`config.mk`:
```
export PLATFORM = sky130hd
export DESIGN_NAME = mdu_seq
export DESIGN_NICKNAME = d
export VERILOG_FILES = /design/src/rtl/mdu_pkg.sv /design/src/rtl/mdu_sign_fix.sv /design/src/rtl/mdu_seq.sv
export SDC_FILE = /design/constraint.sdc
export NUM_CORES = 1
export LEC_CHECK = 0
export BUFFER_PORTS_ARGS = -buffer_cell sky130_fd_sc_hd__buf_4
export CORE_ASPECT_RATIO = 1.1
export CORE_UTILIZATION = 51
export CTS_CLUSTER_DIAMETER = 150
export CTS_CLUSTER_SIZE = 16
export DETAILED_ROUTE_END_ITERATION = 7
export GPL_TIMING_DRIVEN = 0
export PLACE_DENSITY = 0.73
export SETUP_SLACK_MARGIN = 0.05
export SLEW_MARGIN = 40
export SYNTH_ARGS = -nofsm -noshare
export SYNTH_HDL_FRONTEND = slang
export SYNTH_SLANG_ARGS = --single-unit
export TNS_END_PERCENT = 100
```
`constraint.sdc`:
```
create_clock -name clk -period 6.3 [get_ports clk]
set_input_delay 1.26 -clock clk [delete_from_list [all_inputs] [get_ports clk]]
set_output_delay 1.26 -clock clk [all_outputs]
set_load 0.02 [all_outputs]
```
`src/rtl/mdu_pkg.sv`:
```
// Shared encodings for the multiply/divide unit: op codes, FSM states, decoder ALU_OP codes.
// Helpers classify an op as signed and/or divide.
package mdu_pkg;

  localparam logic [1:0] MDU_MULTU = 2'd0;
  localparam logic [1:0] MDU_MULT  = 2'd1;
  localparam logic [1:0] MDU_DIVU  = 2'd2;
  localparam logic [1:0] MDU_DIV   = 2'd3;

  localparam logic [1:0] ST_IDLE = 2'd0;
  localparam logic [1:0] ST_CALC = 2'd1;
  localparam logic [1:0] ST_FIX  = 2'd2;

  typedef enum logic [1:0] {
    S_IDLE = ST_IDLE,
    S_CALC = ST_CALC,
    S_FIX  = ST_FIX
  } mdu_state_t;

  // Decoder ALU_OP values that steer an instruction to the MDU instead of the ALU.
  localparam logic [5:0] ALU_OP_MULT  = 6'h18;
  localparam logic [5:0] ALU_OP_MULTU = 6'h19;
  localparam logic [5:0] ALU_OP_DIV   = 6'h1A;
  localparam logic [5:0] ALU_OP_DIVU  = 6'h1B;

  // Per-operation context captured at start.
  typedef struct packed {
    logic [1:0] op;
    logic       neg_q;   // negate product / quotient
    logic       neg_r;   // negate remainder
    logic       dz;      // divide by zero
  } mdu_ctx_t;

  function automatic logic op_is_div(input logic [1:0] op);
    return op[1];
  endfunction

  function automatic logic op_is_signed(input logic [1:0] op);
    return op[0];
  endfunction

endpackage

```
`src/rtl/mdu_sign_fix.sv`:
```
// Operand magnitude and result re-negation for signed multiply/divide.
// Latency: combinational. Backpressure: none.
// Negation is done in WIDTH+1 bits so |MIN| is exact.
module mdu_sign_fix #(
  parameter int WIDTH = 32
) (
  input  logic [WIDTH-1:0]   x,
  input  logic [WIDTH-1:0]   y,
  input  logic               sgn,
  output logic [WIDTH-1:0]   abs_x,
  output logic [WIDTH-1:0]   abs_y,
  input  logic               is_mul,
  input  logic               neg_q,
  input  logic               neg_r,
  input  logic [2*WIDTH-1:0] raw,
  output logic [2*WIDTH-1:0] res
);

  logic [WIDTH:0]     x_ext, y_ext, x_neg, y_neg;
  logic [2*WIDTH-1:0] prod_neg;
  logic [WIDTH-1:0]   quo_neg, rem_neg;

  assign x_ext = {sgn & x[WIDTH-1], x};
  assign y_ext = {sgn & y[WIDTH-1], y};
  assign x_neg = -x_ext;
  assign y_neg = -y_ext;
  assign abs_x = x_ext[WIDTH] ? x_neg[WIDTH-1:0] : x;
  assign abs_y = y_ext[WIDTH] ? y_neg[WIDTH-1:0] : y;

  assign prod_neg = -raw;
  assign quo_neg  = -raw[WIDTH-1:0];
  assign rem_neg  = -raw[2*WIDTH-1:WIDTH];

  always_comb begin
    res = raw;
    if (is_mul) begin
      if (neg_q) res = prod_neg;
    end else begin
      if (neg_r) res[2*WIDTH-1:WIDTH] = rem_neg;
      if (neg_q) res[WIDTH-1:0]       = quo_neg;
    end
  end

endmodule

```
`src/rtl/mdu_seq.sv`:
```
// Radix-2 iterative multiply/divide unit with HI/LO result registers (MDU_EARLY_OUT_EN: zero-operand bypass).
// Latency: WIDTH+1 cycles start-to-done (1 with early-out on a zero operand).
// Backpressure: busy high while in flight; start is ignored unless idle.
module mdu_seq
  import mdu_pkg::*;
#(
  parameter int WIDTH = 32
) (
  input  logic             clk,
  input  logic             rst,
  input  logic             start,
  input  logic [1:0]       op,
  input  logic [WIDTH-1:0] x,
  input  logic [WIDTH-1:0] y,
  output logic             busy,
  output logic             done,
  output logic [WIDTH-1:0] hi,
  output logic [WIDTH-1:0] lo,
  output logic             div_zero
);

  localparam int CNT_W = $clog2(WIDTH) + 1;

  mdu_state_t         state;
  logic [CNT_W-1:0]   cnt;
  logic [2*WIDTH-1:0] acc;   // multiply: {partial, multiplier}; divide: {remainder, quotient}
  logic [WIDTH-1:0]   opnd;  // multiplicand or divisor magnitude
  mdu_ctx_t           ctx;

  logic [WIDTH-1:0]   abs_x, abs_y;
  logic [2*WIDTH-1:0] fixed;

  mdu_sign_fix #(.WIDTH(WIDTH)) u_sign_fix (
    .x      (x),
    .y      (y),
    .sgn    (op_is_signed(op)),
    .abs_x  (abs_x),
    .abs_y  (abs_y),
    .is_mul (!op_is_div(ctx.op)),
    .neg_q  (ctx.neg_q),
    .neg_r  (ctx.neg_r),
    .raw    (acc),
    .res    (fixed)
  );

  logic [WIDTH:0]     mul_sum;
  logic [2*WIDTH-1:0] mul_next;
  logic [WIDTH:0]     trial;
  logic [2*WIDTH-1:0] div_next;

  assign mul_sum  = {1'b0, acc[2*WIDTH-1:WIDTH]} + {1'b0, (acc[0] ? opnd : {WIDTH{1'b0}})};
  assign mul_next = {mul_sum, acc[WIDTH-1:1]};

  // Restoring step: borrow out of the WIDTH+1 trial means keep the shifted remainder.
  assign trial    = {acc[2*WIDTH-1:WIDTH], acc[WIDTH-1]} - {1'b0, opnd};
  assign div_next = trial[WIDTH] ? {acc[2*WIDTH-2:0], 1'b0}
                                 : {trial[WIDTH-1:0], acc[WIDTH-2:0], 1'b1};

  logic start_dz;
  assign start_dz = op_is_div(op) && (y == '0);

  always_ff @(posedge clk or posedge rst) begin
    if (rst) begin
      state    <= S_IDLE;
      cnt      <= '0;
      acc      <= '0;
      opnd     <= '0;
      ctx      <= '0;
      busy     <= 1'b0;
      done     <= 1'b0;
      hi       <= '0;
      lo       <= '0;
      div_zero <= 1'b0;
    end else begin
      done <= 1'b0;
      case (state)
        S_IDLE: begin
          if (start) begin
            ctx.op    <= op;
            ctx.neg_q <= op_is_signed(op) & (x[WIDTH-1] ^ y[WIDTH-1]);
            ctx.neg_r <= op_is_signed(op) & x[WIDTH-1];
            ctx.dz    <= start_dz;
            acc       <= {{WIDTH{1'b0}}, abs_x};
            opnd      <= abs_y;
            cnt       <= CNT_W'(WIDTH);
            busy      <= 1'b1;
            div_zero  <= 1'b0;
            state     <= S_CALC;
`ifdef MDU_EARLY_OUT_EN
            // Preload exactly what the full iteration would have produced.
            if (x == '0 || y == '0) begin
              acc   <= start_dz ? {abs_x, {WIDTH{1'b1}}} : '0;
              cnt   <= '0;
              state <= S_FIX;
            end
`endif
          end
        end
        S_CALC: begin
          acc <= op_is_div(ctx.op) ? div_next : mul_next;
          cnt <= cnt - 1'b1;
          if (cnt == CNT_W'(1)) state <= S_FIX;
        end
        S_FIX: begin
          hi       <= fixed[2*WIDTH-1:WIDTH];
          lo       <= ctx.dz ? {WIDTH{1'b1}} : fixed[WIDTH-1:0];
          div_zero <= ctx.dz;
          done     <= 1'b1;
          busy     <= 1'b0;
          state    <= S_IDLE;
        end
        default: state <= S_IDLE;
      endcase
    end
  end

endmodule

```
After elaboration in Yosys (flattened, before gate mapping) --
Cells that the tools add are included.
Cells by class: equal/unequal tests 5, reduce and logical (&&, ||, !) cells 9, bitwise logic cells 4, add/sub/neg operators 8, multiplexer cells 22
Operators with widths (count):
- 2-to-1 mux 64 bit | 5
- 2-to-1 mux 32 bit | 6
- negator 32 bit | 4
- one-hot mux 64 bit (2 select lines) | 1
- negator 64 bit | 1
- adder 32 x 32 -> 33 bit | 1
- subtractor 33 x 32 -> 33 bit | 1
- zero test 32 bit | 1
- one-hot mux 6 bit (2 select lines) | 1
- AND reduction 2 bit | 4
- == test 6 x 1 -> 1 bit, second input constant | 1
- 2-to-1 mux 6 bit | 1
- subtractor 6 x 1 -> 6 bit, second input constant | 1
- 2-to-1 mux 2 bit | 2
- inequality test 2 bit, second input constant | 2
- one-hot mux 1 bit (2 select lines) | 2
- one-hot mux 2 bit (2 select lines) | 1
- nonzero test 2 bit | 2
- AND 1 bit | 3
- 2-to-1 mux 1 bit | 3
- == test 2 x 1 -> 1 bit, second input constant | 1
- == test 2 bit, second input constant | 1
- zero test 2 bit | 1
- logical AND 1 bit | 1
- XOR 1 bit | 1
Storage, ports and cells: register bits after elaboration 176, input bits 69, output and inout bits 67, logic and storage cells 61

Depth between registers and ports, before layout --
Gate-level depths: netlist of run 1.
depth after elaboration 4, depth in mapped cells 14, mapped depth without buffers 13

Modules after synthesis --
A second synthesis of run 1 with hierarchy kept.
Unflattened totals: cell total of the unflattened synthesis 1836, area total of the unflattened synthesis 14488.9 µm²
Modules (own cells, without submodules):
- mdu_seq | instances 1, seq. area each 4379.2 µm², cells an instance 1345, area each 11309.6 µm²
- mdu_sign_fix | instances 1, seq. area each 0.0 µm², cells an instance 491, area each 3179.3 µm²

Worst setup path before layout of run 1 --
OpenSTA, ideal clock, no wires.
path kind register to register, start point register acc[31], end point register acc[63], required time 6178 ps, path buffers 1, period minus slack after synthesis 3536 ps, library setup time 122 ps, stages on the path, launching flop included 14, path slack 2764 ps, arrival 3415 ps, cells stage by stage dfrtp_1 inv_1 ha_1 fa_1 nand2b_1 a21oi_1 o21a_1 a31o_2 o31a_1 a31oi_1 xnor2_1 clkbuf_1 nand3_1 a32o_1
Between the ends: word-level cells in the longest chain between the ends 4
Ends and longest elaborated chain:
- from (decl) | RTL line mdu_seq.sv:26 | logic [2*WIDTH-1:0] acc;
- from (signal assigned) | RTL line mdu_seq.sv:83 | acc <= {{WIDTH{1'b0}}, abs_x};
- from (signal assigned) | RTL line mdu_seq.sv:100 | acc <= op_is_div(ctx.op) ? div_next : mul_next;
- subtractor 33 x 32 -> 33 bit | RTL line mdu_seq.sv:55 | assign trial = {acc[2*WIDTH-1:WIDTH], acc[WIDTH-1]} - {1'b0, opnd};
- 2-to-1 mux 64 bit | RTL line mdu_seq.sv:56 | assign div_next = trial[WIDTH] ? {acc[2*WIDTH-2:0], 1'b0}
- 2-to-1 mux 64 bit | RTL line mdu_seq.sv:100
- one-hot mux 64 bit (2 select lines) | RTL line mdu_seq.sv:76 | case (state)
No other way between the ends. A chain may end at the register's enable or synchronous reset.

Worst setup path in the final report of run 1 --
start point register acc[31], end point register acc[36]
Same word-level chain as after synthesis.

==> results.sh, run 1 <==
export IMPL_synth_top_family_by_area="compound AO/OA/AOI/OAI gates"
export IMPL_via_per_inst=6.101
export IMPL_synth_most_common_cell="o21ai_0"
export IMPL_drv_cap=0
export IMPL_fin_crit_ps=4646
export IMPL_clock_path_buffers=2
export IMPL_synth_xor_area_share_pct=11.05
export IMPL_drive_gt1_share_pct=10.89
export IMPL_grt_first_pass_wirelength_um=68940
export IMPL_core_area_um2=26380
export IMPL_finalWeightedCongestion=0.9360
export IMPL_cts_repair_resized=0
export IMPL_p_int_mw=4.764
export IMPL_synth_top_area_share_pct=31.75
export IMPL_clkSinkCount=175
export IMPL_crit_chain="inv_1, ha_1, fa_1, nand2b_1, a21oi_1, o21a_1, a31o_2, o31a_1, a31oi_1, xnor2_2, clkbuf_1, mux2i_1, o21ai_0"
export IMPL_synth_flop_cell="dfrtp_1"
export IMPL_cp_required_ps=6600
export IMPL_synth_edf_count=0
export IMPL_dp_slack_ps=1794
export IMPL_drt_pass1_iterations=7
export IMPL_worst_hold_path_type="reg -> reg"
export IMPL_n_antenna_cell=0
export IMPL_clk_pin_slew_worst_paths_ps=80
export IMPL_status="finished, violations left"
export IMPL_min_from="hi[24]"
export IMPL_tns_ps=0
export IMPL_worst_pin_slew_ps=836.7
export IMPL_cts_made_buffers=17
export IMPL_fmax_ghz=0.2152
export IMPL_initial_core_util_pct=52.30
export IMPL_final_max_slew_viol_count=0
export IMPL_critPathMaxStageDelay_ps=700
export IMPL_clkPwrFrac_pct=12.1
export IMPL_cts_root_buf="clkbuf_16"
export IMPL_cts_setup_buffers=0
export IMPL_p_leak_nw=7.001
export IMPL_syn2layout_area_growth_pct=15.87
export IMPL_cp_arrival_ps=4950
export IMPL_synth_seq_cells=175
export IMPL_cp_slowest_cell="clkbuf_1"
export IMPL_syn_nets=1846
export IMPL_vias=13580
export IMPL_reg2reg_from="acc[31]"
export IMPL_cts_htree_levels=4
export IMPL_worstSetupEndpointType="register"
export IMPL_synthTopCellsByCount="o21ai_0 (189), nand2_1 (179), dfrtp_1 (175), nor2_1 (164), a21oi_1 (128)"
export IMPL_netlist_area_um2=13790
export IMPL_synth_area_leaders="dfrtp_1 (32%), o21ai_0 (6.9%), ha_1 (6.3%)"
export IMPL_grt_max_degree=81
export IMPL_ant_nets=0
export IMPL_timing_final_crit_share_pct=73.75
export IMPL_p_comb_share_pct=65.6
export IMPL_yosys_area_share_simple_pct=17.92
export IMPL_rsz0062_at_grt="false"
export IMPL_ctsHoldBuffers=0
export IMPL_worst_path_max_fanout=10
export IMPL_yosysUniqueCellTypes=73
export IMPL_p_per_area_nw_per_um2=608.6
export IMPL_layout_cells_non_filler=2226
export IMPL_drt_initial_drc_count=1058
export IMPL_syn_inst=1705
export IMPL_skew_ps=14.77
export IMPL_swShare_pct=51.03
export IMPL_synthMuxAreaShare_pct=4.663
export IMPL_ir_worst_vdd_mv=0.2117
export IMPL_setup_violations=0
export IMPL_critPathKind="reg -> reg"
export IMPL_antenna_found_initial=0
export IMPL_first_global_vias=12800
export IMPL_yosys_area_top_type="dfrtp_1"
export IMPL_wire_per_inst_um=19.32
export IMPL_worstSkewPairLatency_ps=450
export IMPL_n_fill_cell=2413
export IMPL_synth_avg_cell_area_um2=8.090
export IMPL_yosysSeqAreaShare_pct=31.75
export IMPL_row_count=62
export IMPL_cp_start_kind="register"
export IMPL_setup_slack_ps=1654
export IMPL_grt_overflow=0
export IMPL_slew_headroom_pct=44.22
export IMPL_hpwl_um=33390
export IMPL_fp_dieW_um=158.8
export IMPL_dpl_cell_area_um2=15330
export IMPL_track_usage_pct=31.29
export IMPL_die_area_um2=27710
export IMPL_failed_checks="design-rule violations"
export IMPL_ys_warn_count=0
export IMPL_synth_compound_area_share_pct=23.30
export IMPL_drt_wl_total_um=43020
export IMPL_yosys_area_share_adder_pct=6.640
export IMPL_async_flop_share_pct=100.0
export IMPL_drc=2
export IMPL_switchingPower_mw=4.963
export IMPL_io_buffers=135
export IMPL_critPathLaunch="acc[31]"
export IMPL_die_y_um=174.5
export IMPL_hold_viol_final=0
export IMPL_design_area_um2=15980
export IMPL_cts_tree="done"
export IMPL_pin_count=136
export IMPL_seq_power_share_pct=22.2
export IMPL_dp_cells=2194
export IMPL_nets=2002
[logic make-up after synthesis]
kind of cell	Yosys count
multiplexers	64
buffers and inverters	156
XOR/XNOR	174
adder cells (fa/ha/maj)	72
AND/OR/NAND/NOR	534
AO/OA/AOI/OAI	530
flip-flops	175
[layout by cell type, fill, tap and decap left out, drive strengths merged, types with 14 or more instances in the layout]
master	count
o31ai	24
nand2	180
o211ai	26
or4	18
xnor2	96
nor4	16
nand3	29
a31oi	24
nor2	164
a211oi	14
xor2	78
buf	150
ha	70
a22oi	20
a21o	21
o41ai	14
mux2i	62
inv	70
or3	17
a21oi	130
nor3	33
dfrtp	175
clkbuf	94
o21ai	195
[flip-flops by register name, summed over array words and instances (netlist names)]
| register | count |
|---|---|
| acc | 64 |
| busy | 1 |
| cnt | 6 |
| ctx | 4 |
| div_zero | 1 |
| done | 1 |
| hi | 32 |
| lo | 32 |
| opnd | 32 |
| state | 2 |
[path summary, 6_finish.rpt]
path / end / depth (start not counted) / slack (ps)
max: acc[36] / 13 / 1650
min: hi[24] / 2 / 480
max reg2reg: acc[36] / 13 / 1650
min reg2reg: hi[24] / 2 / 480
max in group asynchronous: acc[62] / 3 / 4810
min in group asynchronous: lo[26] / 2 / 780
[power groups by stage]
stage / clock, mW / combinational [mW] / sequential, mW
after detailed placement: 0 / 6.23 / 2.16
after global placement: 0 / 6.13 / 2.13
final: 1.18 / 6.38 / 2.16
after CTS: 1.18 / 6.27 / 2.14
after floorplan: 0 / 4.54 / 2.07
after global routing: 1.23 / 6.98 / 2.21
[through the flow]
step	utilization [%]	hold WS (ps)	total power [mW]
2_1_floorplan	-	449.8	6.609
3_3_place_gp	57.81	463.2	8.268
3_5_place_dp	58.11	472.0	8.383
4_1_cts	60.53	489.1	9.592
5_1_grt	60.59	497.9	10.42
6_report	60.59	482.5	9.727
[worst max-delay path, delay by kind of cell, from the launching register on]
family / cells / cell delay (ps)
multiplexers: 1 / 310
flip-flops: 1 / 510
AO/OA/AOI/OAI: 6 / 1310
AND/OR/NAND/NOR: 1 / 180
adder cells (fa/ha/maj): 2 / 650
XOR/XNOR: 1 / 680
buffers and inverters: 2 / 840
[cell type report]
| type | instances | area (um2) | area share, % |
|---|---|---|---|
| clock inverters | 15 | 214.0 | 1.339 |
| clock buffers | 17 | 425.4 | 2.662 |
| flip-flops and latches | 175 | 4379 | 27.40 |
| repair buffers | 137 | 1069 | 6.686 |
| inverters | 63 | 244.0 | 1.527 |
| well taps | 352 | 440.4 | 2.756 |
| plain buffers | 93 | 410.4 | 2.568 |
| multi-input cells | 1374 | 8800 | 55.06 |
[metal layers]
layer  global-route usage, %  vias to the layer above  part of all wire (%)
met5                       0                        -                     0
met4                   10.15                        0                   2.7
met3                   4.080                       90                   6.5
met2                   51.54                      560                    47
met1                   42.48                     6520                    44
li1                        -                     6410                     -
Power figures use the tool's default switching activity.
==> run 2, diff against run 1 <==
Clock period 6.3 ns to 4 ns, I/O delays scaled along.
==> run 2 against run 1 <==
The flow now finishes without violations; worst hold slack got worse by 74 ps; sequential share of layout area fell by 0.42 points; sequential cell count did not move; maximum frequency rose by 24%; largest power group unchanged; wire length rose by 0.45%; largest cell class unchanged; utilization rose by 0.98 points; clock skew barely moved; critical endpoint is now acc[59]; global-route usage rose by 0.15 points; first-iteration DRC count rose by 3.1%.
==> results.sh, run 2 (synthesis results as in run 1) <==
export IMPL_vias=13520
export IMPL_worst_pin_slew_ps=811.3
export IMPL_io_buffers=135
export IMPL_first_global_vias=13010
export IMPL_cts_made_buffers=17
export IMPL_grt_first_pass_wirelength_um=69250
export IMPL_critPathKind="reg -> reg"
export IMPL_critPathLaunch="acc[0]"
export IMPL_skew_ps=15.22
export IMPL_drive_gt1_share_pct=11.84
export IMPL_drc=0
export IMPL_antenna_found_initial=1
export IMPL_p_per_area_nw_per_um2=970.6
export IMPL_hold_viol_final=0
export IMPL_timing_final_crit_share_pct=93.99
export IMPL_r2r_slack_ps=240
export IMPL_dp_cells=2199
export IMPL_clk_pin_slew_worst_paths_ps=70
export IMPL_cp_start_kind="register"
export IMPL_finalHoldWorstSlack_ps=408.9
export IMPL_grt_max_degree=28
export IMPL_core_area_um2=26380
export IMPL_cp_arrival_ps=4050
export IMPL_p_total_mw=15.76
export IMPL_drt_wl_total_um=43210
export IMPL_worstSetupEndpoint="acc[59]"
export IMPL_rsz0062_at_grt="false"
export IMPL_reg2reg_depth=14
export IMPL_drt_initial_drc_count=1091
export IMPL_via_per_inst=6.042
export IMPL_clkSinkCount=175
export IMPL_final_common_cell="o21ai_0"
export IMPL_worstSetupEndpointType="register"
export IMPL_initial_core_util_pct=52.30
export IMPL_layout_cells_non_filler=2237
export IMPL_n_fill_cell=2437
export IMPL_final_util_pct=61.58
export IMPL_row_count=62
export IMPL_clock_path_buffers=2
export IMPL_reg2reg_from="acc[0]"
export IMPL_worst_path_max_fanout=10
export IMPL_regMostFlops="acc"
export IMPL_track_usage_pct=31.44
export IMPL_dpl_cell_area_um2=15430
export IMPL_slew_headroom_pct=45.91
export IMPL_largest_register_ffs=64
export IMPL_drt_pass1_iterations=5
export IMPL_final_cell_mix="o21ai_0 (189), nand2_1 (179), dfrtp_1 (173)"
export IMPL_nets=2014
export IMPL_cts_root_buf="clkbuf_16"
export IMPL_design_area_um2=16240
export IMPL_ir_worst_vdd_mv=0.4229
export IMPL_r2r_end="acc[59]"
export IMPL_drv_cap=0
export IMPL_pin_count=136
export IMPL_status="finished clean"
export IMPL_setup_violations=0
export IMPL_finalWeightedCongestion=0.9526
export IMPL_worstSkewPairLatency_ps=460
export IMPL_ant_nets=0
export IMPL_syn2layout_area_growth_pct=17.74
export IMPL_fin_crit_ps=3760
export IMPL_p_leak_nw=7.127
export IMPL_final_max_slew_viol_count=0
export IMPL_grt_overflow=0
export IMPL_wire_per_inst_um=19.32
export IMPL_die_y_um=174.5
export IMPL_cts_htree_levels=4
export IMPL_worst_hold_path_type="in -> async"
export IMPL_die_area_um2=27710
export IMPL_fmax_ghz=0.2660
export IMPL_fp_dieW_um=158.8
export IMPL_hpwl_um=33630
export IMPL_cp_required_ps=4290
export IMPL_cts_tree="done"
run 2: cell count changes in the layout (fill, tap and decap cells not counted), sizes merged:
cell / delta
bufinv: +4
clkinvlp: +2
clkinv: -5
inv: -3
clkbuf: -2
buf: +14
diode: +1
run 2: final cells by class:
cell class	count	area, um2	share of cell area (%)
Multi-Input combinational cell	1374	8840	54.43
Sequential cell	175	4382	26.98
Timing Repair Buffer	149	1226	7.550
Tap cell	352	440.4	2.712
Buffer	93	436.7	2.689
Clock buffer	17	425.4	2.619
Clock inverter	13	247.7	1.525
Inverter	63	240.2	1.479
Antenna cell	1	2.502	0.01541
run 2: per-layer routing:
metal	global-route usage [%]	vias up	wire length, um
met4	11.37	0	1237
met2	51.74	582	20170
met5	0	-	0
li1	-	6443	-
met3	5.011	97	2951
met1	41.70	6393	18850
run 2: timing repair:
action	4_1_cts	5_1_grt
setup buffers	2	5
setup endpoints to repair	31	45
hold buffers	0	0
pin swaps	2	4
resized for setup	10	11
gates cloned	0	0
endpoints found under the hold margin	0	0
run 2: metrics by stage:
step                      setup TNS (ps)  worst slack, ps
after floorplan                        0            463.7
after detailed placement          -12090           -495.1
after global placement            -53980            -1022
final                                  0            240.2
after global routing                   0            68.53
after CTS                              0            50.45
run 2: report_power, final:
part | switching (mW) | total, mW | internal [mW]
combinational | 6.05 | 10.3 | 4.29
clock | 0.827 | 2.01 | 1.19
sequential | 0.936 | 3.41 | 2.48
run 2: worst max-delay path: stages (launching register included):
cell,delay (ps)
dfrtp_2,490
inv_1,210
clkbuf_2,280
nor2_1,90
ha_1,340
nor2b_1,170
o31a_1,290
o31ai_1,320
o211ai_1,150
buf_4,190
a41oi_2,330
o31ai_2,180
a2111oi_0,350
nand3b_1,160
a31oi_1,40
run 2: worst min-delay path by stage:
stage | startpoint | end | slack (ps) | cells past startpoint
6_report | rst | hi[3] | 410 | 2
3_5_place_dp | opnd[27] | opnd[27] | 470 | 2
4_1_cts | rst | hi[3] | 420 | 2
5_1_grt | rst | hi[5] | 440 | 2
3_3_place_gp | opnd[30] | opnd[30] | 460 | 2
2_1_floorplan | opnd[10] | opnd[10] | 450 | 2
